<file path="config.mk">
export PLATFORM = sky130hd
export DESIGN_NAME = mem_arbiter
export DESIGN_NICKNAME = d
export VERILOG_FILES = /design/src/rtl/mem_arb_pkg.sv /design/src/rtl/arb_timeout_cnt.sv /design/src/rtl/mem_arbiter.sv
export SDC_FILE = /design/constraint.sdc
export NUM_CORES = 1
export LEC_CHECK = 0
export ABC_AREA = 1
export CAP_MARGIN = 10
export CORE_MARGIN = 10
export CORE_UTILIZATION = 32
export CTS_BUF_LIST = sky130_fd_sc_hd__clkbuf_8
export CTS_CLUSTER_SIZE = 28
export DETAILED_ROUTE_END_ITERATION = 8
export PLACE_DENSITY = 0.82
export SETUP_SLACK_MARGIN = 0.4
export SLEW_MARGIN = 15
export SYNTH_ARGS = -nofsm -noshare
export SYNTH_HDL_FRONTEND = slang
export SYNTH_SLANG_ARGS = --single-unit
</file>
<file path="constraint.sdc">
create_clock -name clk -period 1.9 [get_ports clk]
set_input_delay 0.38 -clock clk [delete_from_list [all_inputs] [get_ports clk]]
set_output_delay 0.38 -clock clk [all_outputs]
set_load 0.01 [all_outputs]
</file>
<file path="src/rtl/mem_arb_pkg.sv">
// rtl/mem_arb_pkg.sv - shared encodings for the unified-memory arbiter
// Purpose: FSM state and transaction-owner encodings used by mem_arbiter and its bench.
// Ports: none (package).
package mem_arb_pkg;

  typedef enum logic [1:0] {
    ARB_IDLE       = 2'd0,
    ARB_DATA_BUSY  = 2'd1,
    ARB_FETCH_BUSY = 2'd2
  } arb_state_t;

  typedef enum logic {
    OWN_FETCH = 1'b0,
    OWN_DATA  = 1'b1
  } arb_owner_t;

endpackage

</file>
<file path="src/rtl/arb_timeout_cnt.sv">
// rtl/arb_timeout_cnt.sv - busy-cycle counter that flags a memory timeout
// Purpose: counts enabled cycles since the last clear; expire is high in the
//          TIMEOUT-th enabled cycle so the owner can abort on the following edge.
// Ports:
//   clk, reset  clock, asynchronous active-low reset
//   clear       hold count at zero (asserted whenever no transaction is in flight)
//   enable      count this cycle (busy and no memory ack)
//   expire      combinational: this is the TIMEOUT-th enabled cycle
module arb_timeout_cnt #(
  parameter int unsigned TIMEOUT = 256
) (
  input  logic clk,
  input  logic reset,
  input  logic clear,
  input  logic enable,
  output logic expire
);

  localparam int unsigned CNT_W = $clog2(TIMEOUT + 1);

  logic [CNT_W-1:0] cnt;

  always_ff @(posedge clk or negedge reset) begin
    if (!reset) begin
      cnt <= '0;
    end else if (clear) begin
      cnt <= '0;
    end else if (enable) begin
      cnt <= cnt + CNT_W'(1);
    end
  end

  assign expire = enable && (cnt == CNT_W'(TIMEOUT - 1));

endmodule

</file>
<file path="src/rtl/mem_arbiter.sv">
// rtl/mem_arbiter.sv - fetch/data arbiter for a single-ported unified memory
// Purpose: one transaction outstanding at a time; data wins by default, a
//          starvation guard forces a fetch grant after MAX_DATA_WINS data wins.
// Optional feature: MEM_ARB_TIMEOUT_EN adds a busy timeout that aborts the
//          transaction, acks the owner with zero data and pulses err_arb_o.
// Ports:
//   clk, reset                 clock, asynchronous active-low reset
//   fetch_*_arb_i / _o         instruction-fetch read port (req/addr in, ack/rdata out)
//   data_*_arb_i / _o          MEM-stage load/store port (req/we/addr/wdata/strb in, ack/rdata out)
//   mem_*_arb_o                registered memory request bundle
//   mem_ack_arb_i, mem_rdata   memory completion and read data (same cycle)
//   err_arb_o                  timeout abort pulse (tied 0 without the timeout feature)
module mem_arbiter import mem_arb_pkg::*; #(
  parameter int unsigned ADDR_W        = 32,
  parameter int unsigned DATA_W        = 32,
  parameter int unsigned MAX_DATA_WINS = 4,
  parameter int unsigned TIMEOUT       = 256
) (
  input  logic                clk,
  input  logic                reset,
  input  logic                fetch_req_arb_i,
  input  logic [ADDR_W-1:0]   fetch_addr_arb_i,
  output logic                fetch_ack_arb_o,
  output logic [DATA_W-1:0]   fetch_rdata_arb_o,
  input  logic                data_req_arb_i,
  input  logic                data_we_arb_i,
  input  logic [ADDR_W-1:0]   data_addr_arb_i,
  input  logic [DATA_W-1:0]   data_wdata_arb_i,
  input  logic [DATA_W/8-1:0] data_strb_arb_i,
  output logic                data_ack_arb_o,
  output logic [DATA_W-1:0]   data_rdata_arb_o,
  output logic                mem_req_arb_o,
  output logic                mem_we_arb_o,
  output logic [ADDR_W-1:0]   mem_addr_arb_o,
  output logic [DATA_W-1:0]   mem_wdata_arb_o,
  output logic [DATA_W/8-1:0] mem_strb_arb_o,
  input  logic                mem_ack_arb_i,
  input  logic [DATA_W-1:0]   mem_rdata_arb_i,
  output logic                err_arb_o
);

  localparam int unsigned WINS_W = $clog2(MAX_DATA_WINS + 1);
  localparam logic [WINS_W-1:0] WINS_MAX = WINS_W'(MAX_DATA_WINS);

  arb_state_t        state;
  arb_owner_t        owner;
  logic [WINS_W-1:0] data_wins;
  logic              abort_q;   // high for the one IDLE cycle that follows a timeout abort
  logic              expire;
  logic              can_grant;
  logic              grant_fetch;
  logic              grant_data;
  logic              fetch_done;
  logic              data_done;

  // The abort cycle is reserved for the abort ack: the owner's request is still
  // high there and must not be re-granted before it sees the ack.
  assign can_grant   = (state == ARB_IDLE) && !abort_q;
  assign grant_fetch = can_grant && fetch_req_arb_i &&
                       (!data_req_arb_i || (data_wins == WINS_MAX));
  assign grant_data  = can_grant && data_req_arb_i && !grant_fetch;

  assign fetch_done = (state == ARB_FETCH_BUSY) && mem_ack_arb_i;
  assign data_done  = (state == ARB_DATA_BUSY) && mem_ack_arb_i;

  assign fetch_ack_arb_o   = fetch_done || (abort_q && (owner == OWN_FETCH));
  assign data_ack_arb_o    = data_done  || (abort_q && (owner == OWN_DATA));
  assign fetch_rdata_arb_o = fetch_done ? mem_rdata_arb_i : '0;
  assign data_rdata_arb_o  = data_done  ? mem_rdata_arb_i : '0;

`ifdef MEM_ARB_TIMEOUT_EN
  arb_timeout_cnt #(
    .TIMEOUT (TIMEOUT)
  ) u_timeout (
    .clk    (clk),
    .reset  (reset),
    .clear  (state == ARB_IDLE),
    .enable ((state != ARB_IDLE) && !mem_ack_arb_i),
    .expire (expire)
  );
  assign err_arb_o = abort_q;
`else
  logic unused_timeout;
  assign unused_timeout = (TIMEOUT > 0);
  assign expire         = 1'b0;
  assign err_arb_o      = 1'b0;
`endif

  always_ff @(posedge clk or negedge reset) begin
    if (!reset) begin
      state           <= ARB_IDLE;
      owner           <= OWN_FETCH;
      data_wins       <= '0;
      abort_q         <= 1'b0;
      mem_req_arb_o   <= 1'b0;
      mem_we_arb_o    <= 1'b0;
      mem_addr_arb_o  <= '0;
      mem_wdata_arb_o <= '0;
      mem_strb_arb_o  <= '0;
    end else begin
      abort_q <= 1'b0;
      case (state)
        ARB_IDLE: begin
          if (grant_fetch) begin
            state           <= ARB_FETCH_BUSY;
            owner           <= OWN_FETCH;
            data_wins       <= '0;
            mem_req_arb_o   <= 1'b1;
            mem_we_arb_o    <= 1'b0;
            mem_addr_arb_o  <= fetch_addr_arb_i;
            mem_wdata_arb_o <= '0;
            mem_strb_arb_o  <= '0;
          end else if (grant_data) begin
            state           <= ARB_DATA_BUSY;
            owner           <= OWN_DATA;
            mem_req_arb_o   <= 1'b1;
            mem_we_arb_o    <= data_we_arb_i;
            mem_addr_arb_o  <= data_addr_arb_i;
            mem_wdata_arb_o <= data_wdata_arb_i;
            mem_strb_arb_o  <= data_strb_arb_i;
            // Only a win over a waiting fetch counts towards starvation.
            if (fetch_req_arb_i && (data_wins != WINS_MAX)) begin
              data_wins <= data_wins + WINS_W'(1);
            end
          end
        end
        default: begin
          if (mem_ack_arb_i) begin
            state         <= ARB_IDLE;
            mem_req_arb_o <= 1'b0;
          end else if (expire) begin
            state         <= ARB_IDLE;
            mem_req_arb_o <= 1'b0;
            abort_q       <= 1'b1;
          end
        end
      endcase
    end
  end

endmodule

</file>
Yosys cells after proc, flatten, opt, wreduce, memory -nomap -nowiden. Cells that the tools add are included. W data, S select, Z words.

Shift operators: 0. Magnitude comparators: 0. Add/sub/neg operators: 1. Mux-type cells: 21. Equality and inequality tests: 5. Multiply operators: 0. Div/mod/pow operators: 0. Bitwise operators: 0. Reduce and logical (&&, ||, !) cells: 17.

Operator list (count): $mux W32 (6); $mux W3 (3); $mux W2 (4); $mux W4 (2); $logic_and A1 B1 Y1 (7); $mux W1 (6); $ne A3 B3 Y1 const B (2); $reduce_bool A2 Y1 (3); $reduce_and A2 Y1 (2); $add A3 B1 Y3 const B (1); $eq A3 B3 Y1 const B (1); $reduce_and A3 Y1 (1); $eq A2 B1 Y1 const B (1); $eq A2 B2 Y1 const B (1); $logic_not A1 Y1 (2); $logic_not A2 Y1 (1); $logic_or A1 B1 Y1 (1).

Logic and storage cells: 51. Memory bits (read-only): 0. Memories kept: 0. Bits in latches: 0. Register bits: 75. Memory bits (writable): 0. Input bits: 138. Output and inout port bits: 137.

Depth between registers and ports, before layout. Gate-level depths: netlist (run 1).

Depth after elaboration: 8. Mapped depth: 9. Gate-level depth less buffers: 8.

Worst setup path after synthesis (run 1). No wires, ideal clock.

Path kind: register -> output. Start: register state[0]. End: output fetch_rdata_arb_o[22]. Setup slack: 0.509 ns. Buffers on the path: 1. Required time: 1.520 ns. Cell stages (with the launch flop): 5. Data arrival time: 1.011 ns. Path through: dfrtp_1 inv_1 nand3_1 clkbuf_1 nor2_1.

Cells in the longest elaborated chain, start to end: 3.

RTL lines: start, declared (RTL line mem_arbiter.sv:45) `arb_state_t state;`; start signal, assigned (RTL line mem_arbiter.sv:91) `state <= ARB_IDLE;`; start signal, assigned (RTL line mem_arbiter.sv:105) `state <= ARB_FETCH_BUSY;`; start signal, assigned (RTL line mem_arbiter.sv:114) `state <= ARB_DATA_BUSY;`; $eq A2 B2 Y1 (RTL line mem_arbiter.sv:63) `assign fetch_done = (state == ARB_FETCH_BUSY) && mem_ack_arb_i;`; $logic_and A1 B1 Y1 (RTL line mem_arbiter.sv:63); $mux W32 (RTL line mem_arbiter.sv:68) `assign fetch_rdata_arb_o = fetch_done ? mem_rdata_arb_i : '0;`; end, declared (RTL line mem_arbiter.sv:24) `output logic [DATA_W-1:0] fetch_rdata_arb_o,`.

No other way between the ends.

Final worst setup path (run 1).
Start: register state[1]. End: output data_rdata_arb_o[19].

Cells in the longest elaborated chain, start to end: 3.

RTL lines: $eq A2 B1 Y1 (RTL line mem_arbiter.sv:64) `assign data_done = (state == ARB_DATA_BUSY) && mem_ack_arb_i;`; $logic_and A1 B1 Y1 (RTL line mem_arbiter.sv:64); $mux W32 (RTL line mem_arbiter.sv:69) `assign data_rdata_arb_o = data_done ? mem_rdata_arb_i : '0;`; end, declared (RTL line mem_arbiter.sv:31) `output logic [DATA_W-1:0] data_rdata_arb_o,`.

No other way between the ends.

==> results of run 1 <==
-- synth_stat cells (all sizes together) --
cell type	number	area, sq um
a21oi	1	5.00
dfrtp	75	1880
buf	18	100
xor2	1	8.76
inv	42	158
clkbuf	13	48.8
o21ai	3	18.8
o211ai	1	7.51
ha	2	25.0
nand3	106	531
o22ai	1	6.26
conb	1	3.75
nor2	69	282
nand2	144	543
-- worst max-delay path, delay by kind of cell, from the launching register on --
kind	cells	cell delay, ps
flops	1	440
buf+inv	3	460
simple gates	2	260
-- repair_timing --
| action | CTS | global route |
|---|---|---|
| buffers inserted | 3 | 14 |
| gates resized for setup | 299 | 155 |
| hold buffers | 1 | 0 |
| pin swaps | 1 | 15 |
| endpoints found under the setup margin | 136 | 138 |
| cloned | 1 | 23 |
| endpoints found under the hold margin | 2 | 0 |
-- cells by family after synthesis --
family	after synthesis	share of synthesized area
buffers and inverters	73	0.0848
other	1	0.00104
AOI/OAI and AO/OA	6	0.0104
and+or+nand+nor	319	0.375
adders and majority gates	2	0.00692
xor gates and xnor gates	1	0.00242
DFF	75	0.519
-- how the worst max path moves through the flow --
| stage | startpoint | to | slack [ps] | depth (start not counted) |
|---|---|---|---|---|
| floorplan | state[0] | fetch_rdata_arb_o[22] | 510 | 4 |
| finish | state[1] | data_rdata_arb_o[19] | 20 | 5 |
| global placement | mem_ack_arb_i | fetch_rdata_arb_o[6] | -380 | 5 |
| global route | state[1] | data_rdata_arb_o[19] | -60 | 5 |
| CTS | state[1] | data_rdata_arb_o[5] | 20 | 5 |
| detailed placement | mem_ack_arb_i | data_rdata_arb_o[13] | -370 | 5 |
-- report_power, final --
part / switching [mW] / leakage [nW] / total (mW) / internal (mW)
clock: 0.586 / 0.0943 / 1.07 / 0.487
sequential: 0.420 / 0.920 / 2.80 / 2.38
combinational: 3.05 / 2.93 / 5.84 / 2.80
-- layout make-up --
type / count / area [sq um] / area share
clock buffer: 10 / 138 / 0.0183
inverter: 42 / 163 / 0.0216
clock inverter: 5 / 22.5 / 0.00299
multi-input combinational: 329 / 1830 / 0.242
sequential: 75 / 1880 / 0.249
tap: 140 / 175 / 0.0232
timing repair buffer: 328 / 3330 / 0.442
antenna: 1 / 2.50 / 0.000332
-- flip-flops by register name, indices dropped and copies added, names as in the netlist --
signal	cells
mem_addr_arb_o	32
mem_wdata_arb_o	32
mem_strb_arb_o	4
data_wins	3
state	2
mem_req_arb_o	1
mem_we_arb_o	1
-- layer usage --
| layer | routed length [um] | vias up |
|---|---|---|
| met5 | 13 | - |
| met1 | 6960 | 2149 |
| met4 | 479 | 2 |
| li1 | - | 2108 |
| met3 | 1790 | 30 |
| met2 | 10100 | 231 |
-- metrics by stage --
stage / cell area, sq um / util / power (mW) / TNS, ps / setup WS [ps]
after global routing: 7540 / 0.689 / 10.3 / -802 / -55.4
after detailed placement: 6610 / 0.604 / 7.92 / -22280 / -370
after floorplan: 3610 / - / 4.93 / 0 / 509
final: 7540 / 0.689 / 9.72 / 0 / 15.2
after global placement: 6610 / 0.604 / 7.74 / -22160 / -378
after CTS: 6640 / 0.607 / 8.47 / 0 / 16.5
==> reports/results.txt, run 1 <==
status: complete, no violations
Max VDD drop: 0.631 mV
pin count of the biggest net entering global routing: 41
Final Skew: 10.5 ps
Worst EP required: 1520 ps
final setup violation count: 0
critical path endpoint category: output port
crit-path cells: inv_2 > nand3_4 > clkbuf_16 > nor2_1 > buf_2
Chip Height: 126 um
TritonCTS Buffers: 9
Routed Antenna Nets: 0
Leakage: 3.94 nW
crit path max fanout: 8
area growth from synthesis to layout: 109%
cell area after synthesis: 3610 sq um
drt wl/cell: 20.8 um
met2 Use GR: 0.353
CP Launch Type: register
Die X: 126 um
Final min period: 1880 ps
worst r2r src: state[1]
FF-to-FF End: mem_addr_arb_o[23]
Overflow after GRT: 0
# IOs: 275
WHS: 480 ps
slew margin rel.: 0.654
Synth warnings: 0
grt peak-use layer: met2
hold_sp: mem_wdata_arb_o[19]
worst hold path class: reg2reg
clock latency on the worst-skew pair: 360 ps
Hold Path End: mem_wdata_arb_o[19]
# H-tree levels: 3
r2r setup slk: 150 ps
Final Max Tran Viols: 0
share of layout cells above drive strength 1: 0.270
Post-DP HPWL: 12,700 um
TritonCTS clock tree: done
clock sink count: 75
nets: 925
RSZ-0062 raised after global routing: true
Buffers on Ports: 273
Die ar.: 15,900 sq um
clk root buf: clkbuf_8
commonest non-fill, non-tap cell in the layout: nand2_1
DRC viols: 0
clock buffer depth: 2
Via density: 4.86
drt pass-1 iters: 5
Power Dens Cells: 1290 nW/um^2
Cells after Synth: 477
core box area: 10,900 sq um
first-iteration detailed-routing DRC count: 196
initial antenna violation count: 2
slowest cell on the critical path: dfrtp_2
Initial Util: 0.330
Total Routed Length: 19,300 um
Worst Reg-to-Reg Cells: 9
met1 usage: 0.202
Fin. Hold Viols: 0
Hold Path Stages: 2
GP Congestion: 0.862
WS Path Type: reg2out
Mean Syn Cell Area: 7.58 sq um
Fill cells: 865
CP max stage delay: 440 ps
Worst Tran Pin Value: 519 ps
fmax: 531 MHz
post-synthesis cell type count: 19
clock slew seen by the registers of the worst setup and hold paths: 70 ps
most frequent cells in the layout: 141 x nand2_1, 135 x clkdlybuf4s50_1, 74 x dfrtp_1
period utilisation layout: 0.992
vias in the first global route: 4,326
first-pass GRT wire length: 24,600 um
Max Cap Viol: 0
placed cells: 872
vias: 4,520
Final Non-Filler Cells: 930
Rows: 38
Synthesized Nets: 617
Data arrival, critical path: 1500 ps
met3 GRT Util: 0.0717
global-route usage over all layers: 0.193
sequential-to-total area share from yosys stat: 0.519
register bit total from synthesis: 75
Note: power is estimated with default switching activity, not from simulation.
==> run 2: changes to the inputs <==
- ABC_AREA: 1 -> not set
- CORE_MARGIN: 10 -> 2
==> run 2 against run 1 <==
- the flow now finishes with violations (negative setup slack)
- register-to-register slack lost 180 ps
- global-route usage grew 3.7 points
- via count shrank 10%
- worst setup slack lost 83 ps
- clock skew shrank 3.5 ps
- first-iteration DRC count shrank 24%
- die area shrank 23%
- synthesized cell count shrank 30%
- clock-buffer cell count is the same
- design area grew 0.45%
- wire length shrank 20%
- critical endpoint is now data_rdata_arb_o[2]
==> reports/results.txt, run 2 <==
Cells after Synth: 332 (was 477)
Worst Reg-to-Reg Cells: 8 (was 9)
Rows: 39 (was 38)
largest registers: mem_addr_arb_o x32, mem_wdata_arb_o x32, mem_strb_arb_o x4 (unchanged)
register bit total from synthesis: 75 (unchanged)
cell area after synthesis: 3670 sq um (was 3610 sq um)
TritonCTS Buffers: 9 (unchanged)
FF-to-FF End: mem_strb_arb_o[0] (was mem_addr_arb_o[23])
worst hold path class: in2async (was reg2reg)
Via density: 5.17 (was 4.86)
top cell types by occurrence after synthesis: 75 x dfrtp_1, 64 x and2_1, 32 x a221o_1 (was 143 x nand2_1, 106 x nand3_1, 75 x dfrtp_1)
final setup violation count: 66 (was 0)
Chip Height: 111 um (was 126 um)
drt wl/cell: 19.7 um (was 20.8 um)
status: finished with violations (was complete, no violations)
largest area contributor in the netlist: dfrtp_1 (unchanged)
Initial Util: 0.324 (was 0.330)
Max VDD drop: 0.703 mV (was 0.631 mV)
r2r setup slk: -30 ps (was 150 ps)
Post-synth EDFFs: 0 (unchanged)
asr flop ratio synth: 1.00 (unchanged)
Placement Setup Slack: -537 ps (was -370 ps)
sequential-to-total area share from yosys stat: 0.512 (was 0.519)
Die X: 111 um (was 126 um)
vias in the first global route: 4,244 (was 4,326)
clock slew seen by the registers of the worst setup and hold paths: 70 ps (about the same)
Mean Syn Cell Area: 11.0 sq um (was 7.58 sq um)
Post-DP HPWL: 10,200 um (was 12,700 um)
first-pass GRT wire length: 22,400 um (was 24,600 um)
crit path max fanout: 17 (was 8)
worst r2r src: state[1] (unchanged)
critical path endpoint category: output port (unchanged)
Routed Antenna Nets: 0 (unchanged)
first-iteration detailed-routing DRC count: 148 (was 196)
Sum Neg Setup Slack: -2060 ps (was 0 ps)
core box area: 11,300 sq um (was 10,900 sq um)
Final min period: 1970 ps (was 1880 ps)
clock latency on the worst-skew pair: 340 ps (was 360 ps)
Die ar.: 12,300 sq um (was 15,900 sq um)
CP Launch Type: register (unchanged)
commonest non-fill, non-tap cell in the layout: clkdlybuf4s50_1 (was nand2_1)
top cells by area, synth: dfrtp_1 51%, and2_1 11%, a221o_1 8.7% (was dfrtp_1 52%, nand2_1 15%, nand3_1 15%)
DRC viols: 0 (unchanged)
failing checks: negative setup slack
# IOs: 275 (unchanged)
Data arrival, critical path: 1590 ps (was 1500 ps)
Final Max Tran Viols: 0 (unchanged)
Synth top area share: 0.512 (was 0.519)
Synthesized Nets: 472 (was 617)
Synth warnings: 0 (unchanged)
count leader, synth: dfrtp_1 (was nand2_1)
Total Routed Length: 15,500 um (was 19,300 um)
Max Cap Viol: 0 (unchanged)
Overflow after GRT: 0 (unchanged)
drt pass-1 iters: 4 (was 5)
WS Path Type: reg2out (unchanged)
Design Power: 8.94 mW (was 9.72 mW)
most frequent cells in the layout: 135 x clkdlybuf4s50_1, 73 x dfrtp_1, 65 x dlygate4sd2_1 (was 141 x nand2_1, 135 x clkdlybuf4s50_1, 74 x dfrtp_1)
Buffers on Ports: 273 (unchanged)
initial antenna violation count: 0 (was 2)
Final WS setup: -67.5 ps (was 15.2 ps)
Power Dens Cells: 1180 nW/um^2 (was 1290 nW/um^2)
clk root buf: clkbuf_8 (unchanged)
Fin. Hold Viols: 0 (unchanged)
Ant. Diodes: 0 (was 1)
period utilisation layout: 1.04 (was 0.992)
share of layout cells above drive strength 1: 0.309 (was 0.270)
Final Skew: 6.99 ps (was 10.5 ps)
area growth from synthesis to layout: 106% (was 109%)
Worst EP required: 1520 ps (about the same)
GP Congestion: 0.908 (was 0.862)
ys flop type: dfrtp_1 (unchanged)
post-synthesis cell type count: 29 (was 19)
pin count of the biggest net entering global routing: 58 (was 41)
fmax: 508 MHz (was 531 MHz)
clock sink count: 75 (unchanged)
fin util: 0.669 (was 0.689)
TritonCTS clock tree: done (unchanged)
RSZ-0062 raised after global routing: true (unchanged)
WHS: 455 ps (was 480 ps)
Fill cells: 882 (was 865)
Leakage: 3.57 nW (was 3.94 nW)
# H-tree levels: 3 (unchanged)
global-route usage over all layers: 0.231 (was 0.193)
clock buffer depth: 2 (unchanged)
vias: 4,060 (was 4,520)
nets: 779 (was 925)
==> run 2: cell count changes after synthesis, sizes merged, moves of 2 or more <==
cell	previous run	this run
o2bb2ai	0	26
a21o	0	2
clkbuf	13	16
a21boi	0	33
nor2	69	3
inv	42	6
a221o	0	32
nand2	144	4
nand3	106	28
and2	0	64
a22o	0	11
==> run 2: logic make-up (layout without fill, tap and decap cells) <==
logic type | Yosys count | in the layout | synth area share
compound gates | 109 | 109 | 0.255
fa+ha+maj | 2 | 2 | 0.00682
buf+inv | 41 | 352 | 0.0580
flops | 75 | 75 | 0.512
other cells | 1 | 1 | 0.00102
simple gates | 104 | 104 | 0.167
==> run 2: layout make-up <==
type                            instances  area [sq um]  share of cell area
Clock buffer                           10           138              0.0182
Inverter                                6          22.5             0.00298
Timing Repair Buffer                  331          3580               0.473
Multi-Input combinational cell        216          1750               0.231
Tap cell                              143           179              0.0236
Sequential cell                        75          1880               0.248
Clock inverter                          5          22.5             0.00298
==> run 2: worst max path at each step <==
| stage | start | end | slack, ps | cells past startpoint |
|---|---|---|---|---|
| finish | state[1] | data_rdata_arb_o[2] | -70 | 5 |
| global route | state[1] | data_rdata_arb_o[16] | -130 | 5 |
| CTS | state[1] | data_rdata_arb_o[16] | -40 | 5 |
| detailed placement | mem_ack_arb_i | data_rdata_arb_o[16] | -540 | 6 |
| global placement | mem_ack_arb_i | data_rdata_arb_o[8] | -470 | 6 |
| floorplan | data_wins[0] | mem_addr_arb_o[29] | 380 | 6 |
==> run 2: per-stage QoR <==
stage,area [sq um],std cells
final,7570,786
after global routing,7570,786
after CTS,7000,772
after detailed placement,6670,732
after global placement,6670,732
after floorplan,3680,332
==> run 2: report_power, final <==
part | switching, mW | total (mW) | internal [mW]
logic | 2.24 | 5.14 | 2.90
clock network | 0.562 | 1.05 | 0.487
registers | 0.412 | 2.75 | 2.34
total | 3.22 | 8.94 | 5.72
==> run 2: repair_timing <==
action                                  in CTS  in global routing
buffers inserted                            16                  6
endpoints found under the hold margin       18                  0
endpoints found under the setup margin     207                147
resized for setup                          388                 81
pin swaps                                   25                 37
hold buffers                                 1                  0
cloned                                       8                  8
==> run 2: layer usage <==
metal,track usage,wire length (um),vias up
li1,-,-,1831
met1,0.241,5630,1970
met2,0.419,8140,214
met3,0.0629,1030,45
met4,0.126,726,0
met5,0,0,-
==> run 2: worst max-delay path, cell delays in order (launching register included) <==
cell and delay, ps:
dfrtp_2 450, nor3b_4 220, buf_4 160, buf_12 130
and2_1 150, buf_2 130
==> run 3: changes to the inputs <==
- ABC_AREA: not set -> 1
==> run 3 against run 2 <==
- the run still ends with negative setup slack left
- clock power rose by 35%
- sequential share of layout area fell by 2.9 points
- cell count rose by 19%
- flip-flop and latch count did not move
- wire length rose by 20%
- design area rose by 13%
- largest cell class unchanged
==> reports/results.txt, run 3 (same netlist as run 1, synthesis figures left out) <==
Via density: 5.05 (was 5.17)
Worst EP required: 1520 ps (about the same)
# IOs: 275 (unchanged)
drt wl/cell: 20.0 um (was 19.7 um)
clock latency on the worst-skew pair: 350 ps (was 340 ps)
commonest non-fill, non-tap cell in the layout: clkdlybuf4s50_1 (unchanged)
largest registers: mem_addr_arb_o x32, mem_wdata_arb_o x32, mem_strb_arb_o x4 (unchanged)
GP Congestion: 0.774 (was 0.908)
placed cells: 872 (was 732)
Initial Util: 0.330 (was 0.324)
Chip Height: 110 um (was 111 um)
first-pass GRT wire length: 21,700 um (was 22,400 um)
final setup violation count: 16 (was 66)
nets: 927 (was 779)
TritonCTS Buffers: 9 (unchanged)
slew margin rel.: 0.654
Buffers on Ports: 273 (unchanged)
Worst Tran Pin Value: 519 ps
WS Path Type: reg2out (unchanged)
Fin. Hold Viols: 0 (unchanged)
met1 usage: 0.228 (was 0.241)
Final min period: 1940 ps (was 1970 ps)
Reg power frac: 0.251 (was 0.307)
Power Dens Cells: 1320 nW/um^2 (was 1180 nW/um^2)
Worst Reg-to-Reg Cells: 10 (was 8)
clock buffer depth: 2 (unchanged)
RSZ-0062 raised after global routing: true (unchanged)
# H-tree levels: 3 (unchanged)
first-iteration detailed-routing DRC count: 311 (was 148)
vias in the first global route: 4,408 (was 4,244)
Final Max Tran Viols: 0 (unchanged)
Data arrival, critical path: 1560 ps (was 1590 ps)
initial antenna violation count: 1 (was 0)
CP Launch Type: register (unchanged)
global-route usage over all layers: 0.234 (was 0.231)
period utilisation layout: 1.02 (was 1.04)
met2 Use GR: 0.466 (was 0.419)
r2r setup slk: 80 ps (was -30 ps)
Crit. Startpoint: state[1] (unchanged)
vias: 4,712 (was 4,060)
most frequent cells in the layout: 135 x clkdlybuf4s50_1, 107 x nand2_1, 85 x nand3_2 (was 135 x clkdlybuf4s50_1, 73 x dfrtp_1, 65 x dlygate4sd2_1)
clock sink count: 75 (unchanged)
fmax: 517 MHz (was 508 MHz)
sw frac: 0.415 (was 0.360)
Final WS setup: -35.6 ps (was -67.5 ps)
crit path max fanout: 8 (was 17)
area growth from synthesis to layout: 136% (was 106%)
Sw Pwr: 4.69 mW (was 3.22 mW)
Final Skew: 11.2 ps (was 6.99 ps)
Placement Setup Slack: -388 ps (was -537 ps)
Max VDD drop: 0.706 mV (was 0.703 mV)
Max Cap Viol: 0 (unchanged)
Comb pwr share: 0.623 (was 0.575)
status: finished with violations (unchanged)
clock network power share: 0.126 (was 0.117)
Final Non-Filler Cells: 933 (was 786)
Hold Buf Count CTS: 0 (was 1)
Rows: 38 (was 39)
clock slew seen by the registers of the worst setup and hold paths: 90 ps (was 70 ps)
Design Power: 11.3 mW (was 8.94 mW)
Total Routed Length: 18,700 um (was 15,500 um)
worst r2r src: state[1] (unchanged)
share of layout cells above drive strength 1: 0.418 (was 0.309)
Leakage: 4.28 nW (was 3.57 nW)
critical path endpoint category: output port (unchanged)
core box area: 10,900 sq um (was 11,300 sq um)
clk root buf: clkbuf_8 (unchanged)
TritonCTS clock tree: done (unchanged)
grt peak-use layer: met2 (unchanged)
Post-DP HPWL: 10,400 um (was 10,200 um)
DRC viols: 0 (unchanged)
Fill cells: 669 (was 882)
Die X: 110 um (was 111 um)
Die ar.: 12,200 sq um (was 12,300 sq um)
Routed Antenna Nets: 0 (unchanged)
pin count of the biggest net entering global routing: 42 (was 58)
drt pass-1 iters: 4 (unchanged)
failing checks: negative setup slack (unchanged)
met3 GRT Util: 0.0676 (was 0.0629)
P_int: 6.62 mW (was 5.72 mW)
Overflow after GRT: 0 (unchanged)
worst hold path class: in2async (unchanged)
run 3: cell count changes in the layout (fill, tap and decap cells not counted), sizes merged, moves of 8 or more:
cell	delta
clkbuf	+8
o2bb2ai	-26
nand3	+78
and2	-64
a221o	-32
a22o	-11
inv	+34
nand2	+140
a21boi	-33
nor2	+66
run 3: through the flow:
step                instance area, sq um  hold slack, ps  TNS (ps)  utilization
floorplan                           3610            84.4         0            -
CTS                                 7170            3.15         0        0.656
finish                              8550            4.29      -249        0.781
detailed placement                  6590             384    -21330        0.603
global route                        8540            21.4     -1100        0.781
global placement                    6590             377    -20810        0.603
run 3: layout make-up:
class / count / area, sq um / share of cell area
inverters: 42 / 165 / 0.0193
multi-input cells: 329 / 2550 / 0.298
clock buffers: 11 / 151 / 0.0177
flip-flops and latches: 75 / 1880 / 0.220
well taps: 140 / 175 / 0.0205
repair buffers: 330 / 3550 / 0.415
clock inverters: 5 / 76.3 / 0.00893
diodes: 1 / 2.50 / 0.000293
run 3: timing repair:
item	CTS	global route
resized for setup	392	258
gates cloned	4	22
pin swaps	45	52
endpoints found under the setup margin	136	138
setup buffers	3	15
run 3: worst paths after layout:
kind / to
worst max register to register: mem_addr_arb_o[17]
worst min-delay path: mem_addr_arb_o[5]
min in group clk: mem_wdata_arb_o[21]
worst max-delay path: data_rdata_arb_o[2]
max in group asynchronous: mem_addr_arb_o[27]
worst min register to register: mem_wdata_arb_o[21]
run 3: power by group through the flow:
stage / Clock [mW] / Sequential [mW] / Combinational [mW]
after floorplan: 0 / 3.15 / 1.78
after global placement: 0 / 2.80 / 4.81
after detailed placement: 0 / 2.84 / 4.93
after CTS: 1.44 / 2.79 / 4.90
after global routing: 1.51 / 2.91 / 7.45
final: 1.42 / 2.84 / 7.05
run 3: worst max-delay path, stage by stage (launching register included):
cell     delay, ps
dfrtp_1        410
inv_2          100
nand3_4        150
buf_12         190
buf_16         150
nor2_2          80
buf_2          130
run 3: per-layer routing:
metal | vias up | share of wire
li1 | 2119 | -
met1 | 2294 | 0.36
met2 | 245 | 0.53
met3 | 54 | 0.079
met4 | 0 | 0.033
met5 | - | 0
